File: src/rtl/muldiv_pkg.sv
// Shared encodings for the multi-cycle multiply/divide unit.
package muldiv_pkg;

    localparam logic [1:0] MD_MULT  = 2'b00;
    localparam logic [1:0] MD_MULTU = 2'b01;
    localparam logic [1:0] MD_DIV   = 2'b10;
    localparam logic [1:0] MD_DIVU  = 2'b11;

    typedef enum logic [2:0] {
        StIdle,
        StMul,
        StDiv,
        StFix,
        StDone
    } md_state_e;

endpackage

File: src/rtl/muldiv_div_core.sv
// Magnitude restoring divider: one quotient bit per step, WIDTH steps per divide.
module muldiv_div_core #(
    parameter int unsigned WIDTH = 32
) (
    input  logic             clk_i,
    input  logic             rst_i,
    input  logic             load_i,
    input  logic             step_i,
    input  logic [WIDTH-1:0] dividend_i,
    input  logic [WIDTH-1:0] divisor_i,
    output logic [WIDTH-1:0] quot_o,
    output logic [WIDTH-1:0] rem_o
);

    logic [WIDTH-1:0] quot_q, quot_d;
    logic [WIDTH-1:0] rem_q, rem_d;
    logic [WIDTH-1:0] dvs_q, dvs_d;
    logic [WIDTH:0]   shifted;
    logic [WIDTH:0]   diff;

    always_comb begin
        shifted = {rem_q, quot_q[WIDTH-1]};
        diff    = shifted - {1'b0, dvs_q};
        quot_d  = quot_q;
        rem_d   = rem_q;
        dvs_d   = dvs_q;
        if (load_i) begin
            quot_d = dividend_i;
            rem_d  = '0;
            dvs_d  = divisor_i;
        end else if (step_i) begin
            // Top bit of diff is the borrow: set means the trial subtract failed.
            if (diff[WIDTH]) begin
                rem_d  = shifted[WIDTH-1:0];
                quot_d = {quot_q[WIDTH-2:0], 1'b0};
            end else begin
                rem_d  = diff[WIDTH-1:0];
                quot_d = {quot_q[WIDTH-2:0], 1'b1};
            end
        end
    end

    always_ff @(posedge clk_i) begin
        if (rst_i) begin
            quot_q <= '0;
            rem_q  <= '0;
            dvs_q  <= '0;
        end else begin
            quot_q <= quot_d;
            rem_q  <= rem_d;
            dvs_q  <= dvs_d;
        end
    end

    assign quot_o = quot_q;
    assign rem_o  = rem_q;

endmodule

File: src/rtl/muldiv_unit.sv
// Multi-cycle MIPS-style HI/LO multiply/divide unit with start/busy/done handshake.
module muldiv_unit
    import muldiv_pkg::*;
#(
    parameter int unsigned WIDTH   = 32,
    parameter int unsigned MUL_LAT = 2
) (
    input  logic             clk_i,
    input  logic             rst_i,
    input  logic             start_i,
    input  logic [1:0]       op_i,
    input  logic [WIDTH-1:0] a_i,
    input  logic [WIDTH-1:0] b_i,
    input  logic             cancel_i,
    output logic             busy_o,
    output logic             done_o,
    output logic [WIDTH-1:0] hi_o,
    output logic [WIDTH-1:0] lo_o,
    output logic             div_by_zero_o
);

    localparam int unsigned MaxCnt = (WIDTH > MUL_LAT) ? WIDTH : MUL_LAT;
    localparam int unsigned CntW   = $clog2(MaxCnt) + 1;

    md_state_e            state_q, state_d;
    logic [CntW-1:0]      cnt_q, cnt_d;
    logic [2*WIDTH-1:0]   prod_q, prod_d;
    logic [WIDTH-1:0]     hi_q, hi_d, lo_q, lo_d;
    logic                 dbz_q, dbz_d;
    logic                 qsign_q, qsign_d, rsign_q, rsign_d;

    logic                 op_signed;
    logic [2*WIDTH-1:0]   ext_a, ext_b;
    logic [WIDTH-1:0]     abs_a, abs_b;
    logic                 div_load, div_step;
    logic [WIDTH-1:0]     div_quot, div_rem;

    // MULT and DIV (op[0]==0) are the signed variants.
    assign op_signed = ~op_i[0];
    assign ext_a = {{WIDTH{op_signed & a_i[WIDTH-1]}}, a_i};
    assign ext_b = {{WIDTH{op_signed & b_i[WIDTH-1]}}, b_i};
    assign abs_a = (op_signed && a_i[WIDTH-1]) ? -a_i : a_i;
    assign abs_b = (op_signed && b_i[WIDTH-1]) ? -b_i : b_i;

    always_comb begin
        state_d  = state_q;
        cnt_d    = cnt_q;
        prod_d   = prod_q;
        hi_d     = hi_q;
        lo_d     = lo_q;
        dbz_d    = dbz_q;
        qsign_d  = qsign_q;
        rsign_d  = rsign_q;
        div_load = 1'b0;
        div_step = 1'b0;

        unique case (state_q)
            StIdle: begin
                if (start_i && !cancel_i) begin
                    if (!op_i[1]) begin
                        state_d = StMul;
                        cnt_d   = CntW'(MUL_LAT - 1);
                        prod_d  = ext_a * ext_b;
                    end else if (b_i == '0) begin
                        state_d = StDone;
                        lo_d    = '1;
                        hi_d    = a_i;
                        dbz_d   = 1'b1;
                    end else begin
                        state_d  = StDiv;
                        cnt_d    = CntW'(WIDTH - 1);
                        div_load = 1'b1;
                        qsign_d  = op_signed & (a_i[WIDTH-1] ^ b_i[WIDTH-1]);
                        rsign_d  = op_signed & a_i[WIDTH-1];
                    end
                end
            end
            StMul: begin
                if (cnt_q == '0) begin
                    state_d      = StDone;
                    {hi_d, lo_d} = prod_q;
                    dbz_d        = 1'b0;
                end else begin
                    cnt_d = cnt_q - 1'b1;
                end
            end
            StDiv: begin
                div_step = 1'b1;
                if (cnt_q == '0) begin
                    state_d = StFix;
                end else begin
                    cnt_d = cnt_q - 1'b1;
                end
            end
            StFix: begin
                state_d = StDone;
                lo_d    = qsign_q ? -div_quot : div_quot;
                hi_d    = rsign_q ? -div_rem : div_rem;
                dbz_d   = 1'b0;
            end
            StDone: state_d = StIdle;
            default: state_d = StIdle;
        endcase

        // Flush abandons the operation without touching the architectural results.
        if (cancel_i && state_q != StIdle) begin
            state_d  = StIdle;
            hi_d     = hi_q;
            lo_d     = lo_q;
            dbz_d    = dbz_q;
            div_step = 1'b0;
        end
    end

    always_ff @(posedge clk_i) begin
        if (rst_i) begin
            state_q <= StIdle;
            cnt_q   <= '0;
            prod_q  <= '0;
            hi_q    <= '0;
            lo_q    <= '0;
            dbz_q   <= 1'b0;
            qsign_q <= 1'b0;
            rsign_q <= 1'b0;
        end else begin
            state_q <= state_d;
            cnt_q   <= cnt_d;
            prod_q  <= prod_d;
            hi_q    <= hi_d;
            lo_q    <= lo_d;
            dbz_q   <= dbz_d;
            qsign_q <= qsign_d;
            rsign_q <= rsign_d;
        end
    end

    muldiv_div_core #(
        .WIDTH(WIDTH)
    ) u_div_core (
        .clk_i      (clk_i),
        .rst_i      (rst_i),
        .load_i     (div_load),
        .step_i     (div_step),
        .dividend_i (abs_a),
        .divisor_i  (abs_b),
        .quot_o     (div_quot),
        .rem_o      (div_rem)
    );

    assign busy_o        = (state_q == StMul) || (state_q == StDiv) || (state_q == StFix);
    assign done_o        = (state_q == StDone);
    assign hi_o          = hi_q;
    assign lo_o          = lo_q;
    assign div_by_zero_o = dbz_q;

endmodule
File: config.mk
export PLATFORM = sky130hd
export DESIGN_NAME = muldiv_unit
export DESIGN_NICKNAME = d
export VERILOG_FILES = /design/src/rtl/muldiv_pkg.sv /design/src/rtl/muldiv_div_core.sv /design/src/rtl/muldiv_unit.sv
export SDC_FILE = /design/constraint.sdc
export NUM_CORES = 2
export LEC_CHECK = 0
export BUFFER_PORTS_ARGS = -buffer_cell sky130_fd_sc_hd__buf_4
export CAP_MARGIN = 0
export CELL_PAD_IN_SITES_DETAIL_PLACEMENT = 1
export CELL_PAD_IN_SITES_GLOBAL_PLACEMENT = 1
export CORE_ASPECT_RATIO = 0.5
export CORE_MARGIN = 4
export CORE_UTILIZATION = 51
export CTS_BUF_LIST = sky130_fd_sc_hd__clkbuf_8
export DETAILED_ROUTE_END_ITERATION = 7
export GPL_ROUTABILITY_DRIVEN = 0
export PLACE_DENSITY = 0.83
export SETUP_SLACK_MARGIN = 0.1
export SLEW_MARGIN = 40
export SYNTH_ARGS = -nofsm -noshare
export SYNTH_HDL_FRONTEND = slang
export SYNTH_SLANG_ARGS = --single-unit
File: constraint.sdc
create_clock -name clk_i -period 12.28 [get_ports clk_i]
set_input_delay 0.614 -clock clk_i [delete_from_list [all_inputs] [get_ports clk_i]]
set_output_delay 0.614 -clock clk_i [all_outputs]
set_load 0.005 [all_outputs]
==> impl_metrics.csv <==
group,metric,value,unit
outcome,status,"completed",
routing,vias_per_cell,6.03,
global_route,grt_max_degree,116,
critical_path,crit_buf_inv,5,
synthesis,yosysMostFrequentCell,"inv_1",
routing,drt_wl_total,191,mm
worst_hold_path,whs_path_depth,3,
synthesis,ys_warn_count,0,
synthesis,synth-edff-count,0,
cells_and_area,fillers,11700,
global_route,busiest_layer,"met2",
synthesis,synth_area_per_cell,8.62,um^2
routing,drt_iter0_drc,4026,
cells_and_area,multiInputGateArea,0.0412,mm^2
synthesis,synth_ff_type,"dfxtp_1",
cts,cts_buffers,46,
routing,wl_per_cell,26.6,um
synthesis,synthXorXnorAreaFrac,0.0367,
cts,cts_tree,"built",
synthesis,synth-simple-area-share,0.166,
synthesis,synth_top_family_by_area,"adder cells",
global_route,use_met1,0.476,
synthesis,synth_common_cells,"1,139 x inv_1, 1,126 x fa_1, 915 x nand2_1",
global_route,grt_antenna_before_repair,8,
cts,cts_hold_buf,0,
die,die_x,458,um
critical_path,arrival,9.86,ns
synthesis,synth_seq_area_share,0.0915,
routing,via_count,43300,
die,die_h,233,um
cells_and_area,ff_latch_area,0.00473,mm^2
die,num_io_pins,137,
global_route,grt-ovfl-total,0,
critical_path,cp_common_cell,"fa_1",
synthesis,syn_nets,7434,
synthesis,synth_cell_types,68,
synthesis,synthAdderAreaFrac,0.498,
critical_path,critical_path_depth,24,
cts,cts_setup_buffers,0,
critical_path,r2r-start,"u_div_core.quot_o[31]",
critical_path,end_kind,"flip-flop",
critical_path,reg2reg_slack,8.08,ns
synthesis,synthMuxAreaShare,0.00587,
global_route,grt_use_total,0.364,
cts,clock_sinks,236,
synthesis,synthArstFlopShare,0,
critical_path,cp-endpoint,"prod_q[63]",
sta,fin_crit,9.31,ns
critical_path,cp_max_fo,36,
synthesis,synth_compound_area_frac,0.0900,
critical_path,cp_cell_sequence,"buf_4 > nand2b_1 > nor2_1 > fa_1 > fa_1 > fa_1 > inv_1 > fa_2 > inv_1 > fa_1 > fa_1 > inv_1 > fa_1 > fa_1 > inv_1 > ha_1 > and3_1 > nand3_1 > nor2_1 > o21ai_0 > nand4_1 > o221ai_1 > or4_1 > a31oi_1",
sta,finalHoldViolCount,0,
die,rows,82,
critical_path,cp_top_family,"adder cells",
critical_path,critPathKind,"input port to flip-flop",
cts,clk_latency,0.65,ns
routing,firstDrtPassIters,6,
sta,slew_viol_final,0,
placed_design,dpl.hpwl,143,mm
run,cap_violations,0,
cts,clk_path_buf_depth,3,
placed_design,port_buffers,136,
sta,rsz0062_at_grt,"false",
critical_path,cp.required,12.83,ns
global_route,grt.met3_usage,0.0873,
die,initial_core_util,0.515,
cts,cts_resized,0,
global_route,met2_usage,0.578,
cts,cts_root_buf,"clkbuf_8",
critical_path,setup.worst_path.start,"a_i[31]",
cells_and_area,fin_nets,7252,
sta,finalCritPeriodShare,0.758,
placed_design,dp.cells,7101,
cells_and_area,drive_gt1_frac,0.0461,
critical_path,reg2regPathDepth,14,
cells_and_area,area_growth,4.87,%
synthesis,netlist_area,0.0516,mm^2
synthesis,yosys-top-cells-area,"fa_1 44%, dfxtp_1 9.2%, inv_1 8.3%",
cts,clkSlewWorstSetupHoldPaths,0.06,ns
sta,tns,0,ns
sta,clock_skew,0.0499,ns
synthesis,synth-seq-cells,236,
critical_path,start_kind,"input port",
sta,hold_ws,0.355,ns
routing,route.detailed.drc,0,
critical_path,slowest_stage,"fa_2",
sta,worstMarginPinSlew,0.827,ns
cts,h-tree-depth,2,
worst_hold_path,hold_class,"input port to flip-flop",
sta,maxClockFrequency,107,MHz
sta,finalSetupViolations,0,
global_route,grt_pass1_vias,48900,
synthesis,synth.largest_area_cell,"fa_1",
critical_path,r2r-end,"u_div_core.rem_o[0]",
sta,relSlewSlack,0.449,
global_route,grt_pass1_wl,295,mm
critical_path,max_stage_delay,0.92,ns
synthesis,synthCells,5987,
synthesis,yosys.area.top_type_share,0.437,
die,dieArea,0.107,mm^2
routing,drtAntennaViolNets,0,
cells_and_area,finalNonFillerCells,7191,
die,core,0.100,mm^2
==> layout make-up <==
class                   count  share of cell area
clock buffers              57              0.0145
flip-flops and latches    236              0.0874
repair buffers            162              0.0232
multi-input cells        4220               0.761
well taps                1344              0.0311
diodes                      7            0.000324
inverters                1139              0.0790
clock inverters            26             0.00391
==> cells in the final DEF (no fill, tap or decap), types with 17 or more instances in the layout <==
cell	Yosys	layout
nand2_1	915	914
xnor2_1	102	102
nor2_1	319	316
o22ai_1	19	19
and2_1	370	370
a211oi_1	102	102
nand4_1	20	20
nand3_1	38	38
xor2_1	114	114
ha_1	251	251
a311oi_1	21	21
or4_1	17	17
o21ai_0	141	140
buf_4	3	157
mux2i_1	28	28
a221oi_1	21	21
inv_1	1139	1150
o31ai_1	30	30
nor2b_1	22	20
fa_1	1126	1125
o21a_1	18	18
a21oi_1	213	213
nand2b_1	34	33
clkbuf_8	0	57
dfxtp_1	236	234
a21o_1	57	57
nor3_1	69	67
==> per-stage QoR <==
stage,instance area (um^2),worst slack (ns),utilization
after detailed placement,53100,2.26,0.530
final,54100,2.97,0.540
after floorplan,51600,3.51,-
after CTS,54100,2.82,0.540
after global placement,53000,2.36,0.529
after global routing,54100,2.68,0.540
==> cell families after synthesis <==
group	count (synthesis)
simple gates	1874
buf+inv	1531
fa+ha+maj	1377
compound gates	723
flops	236
xor+xnor	216
mux	30
==> routing by layer <==
metal / up-vias / part of all wire
met4: 4 / 0.052
met3: 554 / 0.10
met2: 2333 / 0.45
met1: 22600 / 0.39
met5: - / 0.000073
li1: 17800 / -
==> sequential cells by signal, indices dropped and copies added, names as in the netlist <==
register / cells
lo_o: 32
hi_o: 32
state_q: 3
rsign_q: 1
div_by_zero_o: 1
u_div_core.quot_o: 32
cnt_q: 6
qsign_q: 1
prod_q: 64
u_div_core.rem_o: 32
u_div_core.dvs_q: 32
==> worst register-to-register path, stage by stage, from the launching register on <==
cell,delay [ns]
dfxtp_1,0.37
inv_1,0.18
ha_1,0.30
fa_1,0.43
nor2b_1,0.20
o31a_1,0.23
o221ai_1,0.24
o211ai_1,0.27
nand2_1,0.14
a21oi_1,0.22
a31oi_1,0.15
nand2_2,0.45
buf_4,0.42
mux2_2,0.38
o21ai_0,0.13
==> worst min-delay path by stage <==
stage / startpoint / end / slack, ns
after CTS: op_i[1] / state_q[0] / 0.32
after floorplan: prod_q[59] / prod_q[59] / 0.42
final: op_i[1] / state_q[0] / 0.35
after detailed placement: prod_q[21] / prod_q[21] / 0.45
after global placement: prod_q[25] / prod_q[25] / 0.44
after global routing: op_i[1] / state_q[0] / 0.34
Power is not shown: default switching activity piles up to over one toggle a cycle in this logic, so the estimate is an artifact.
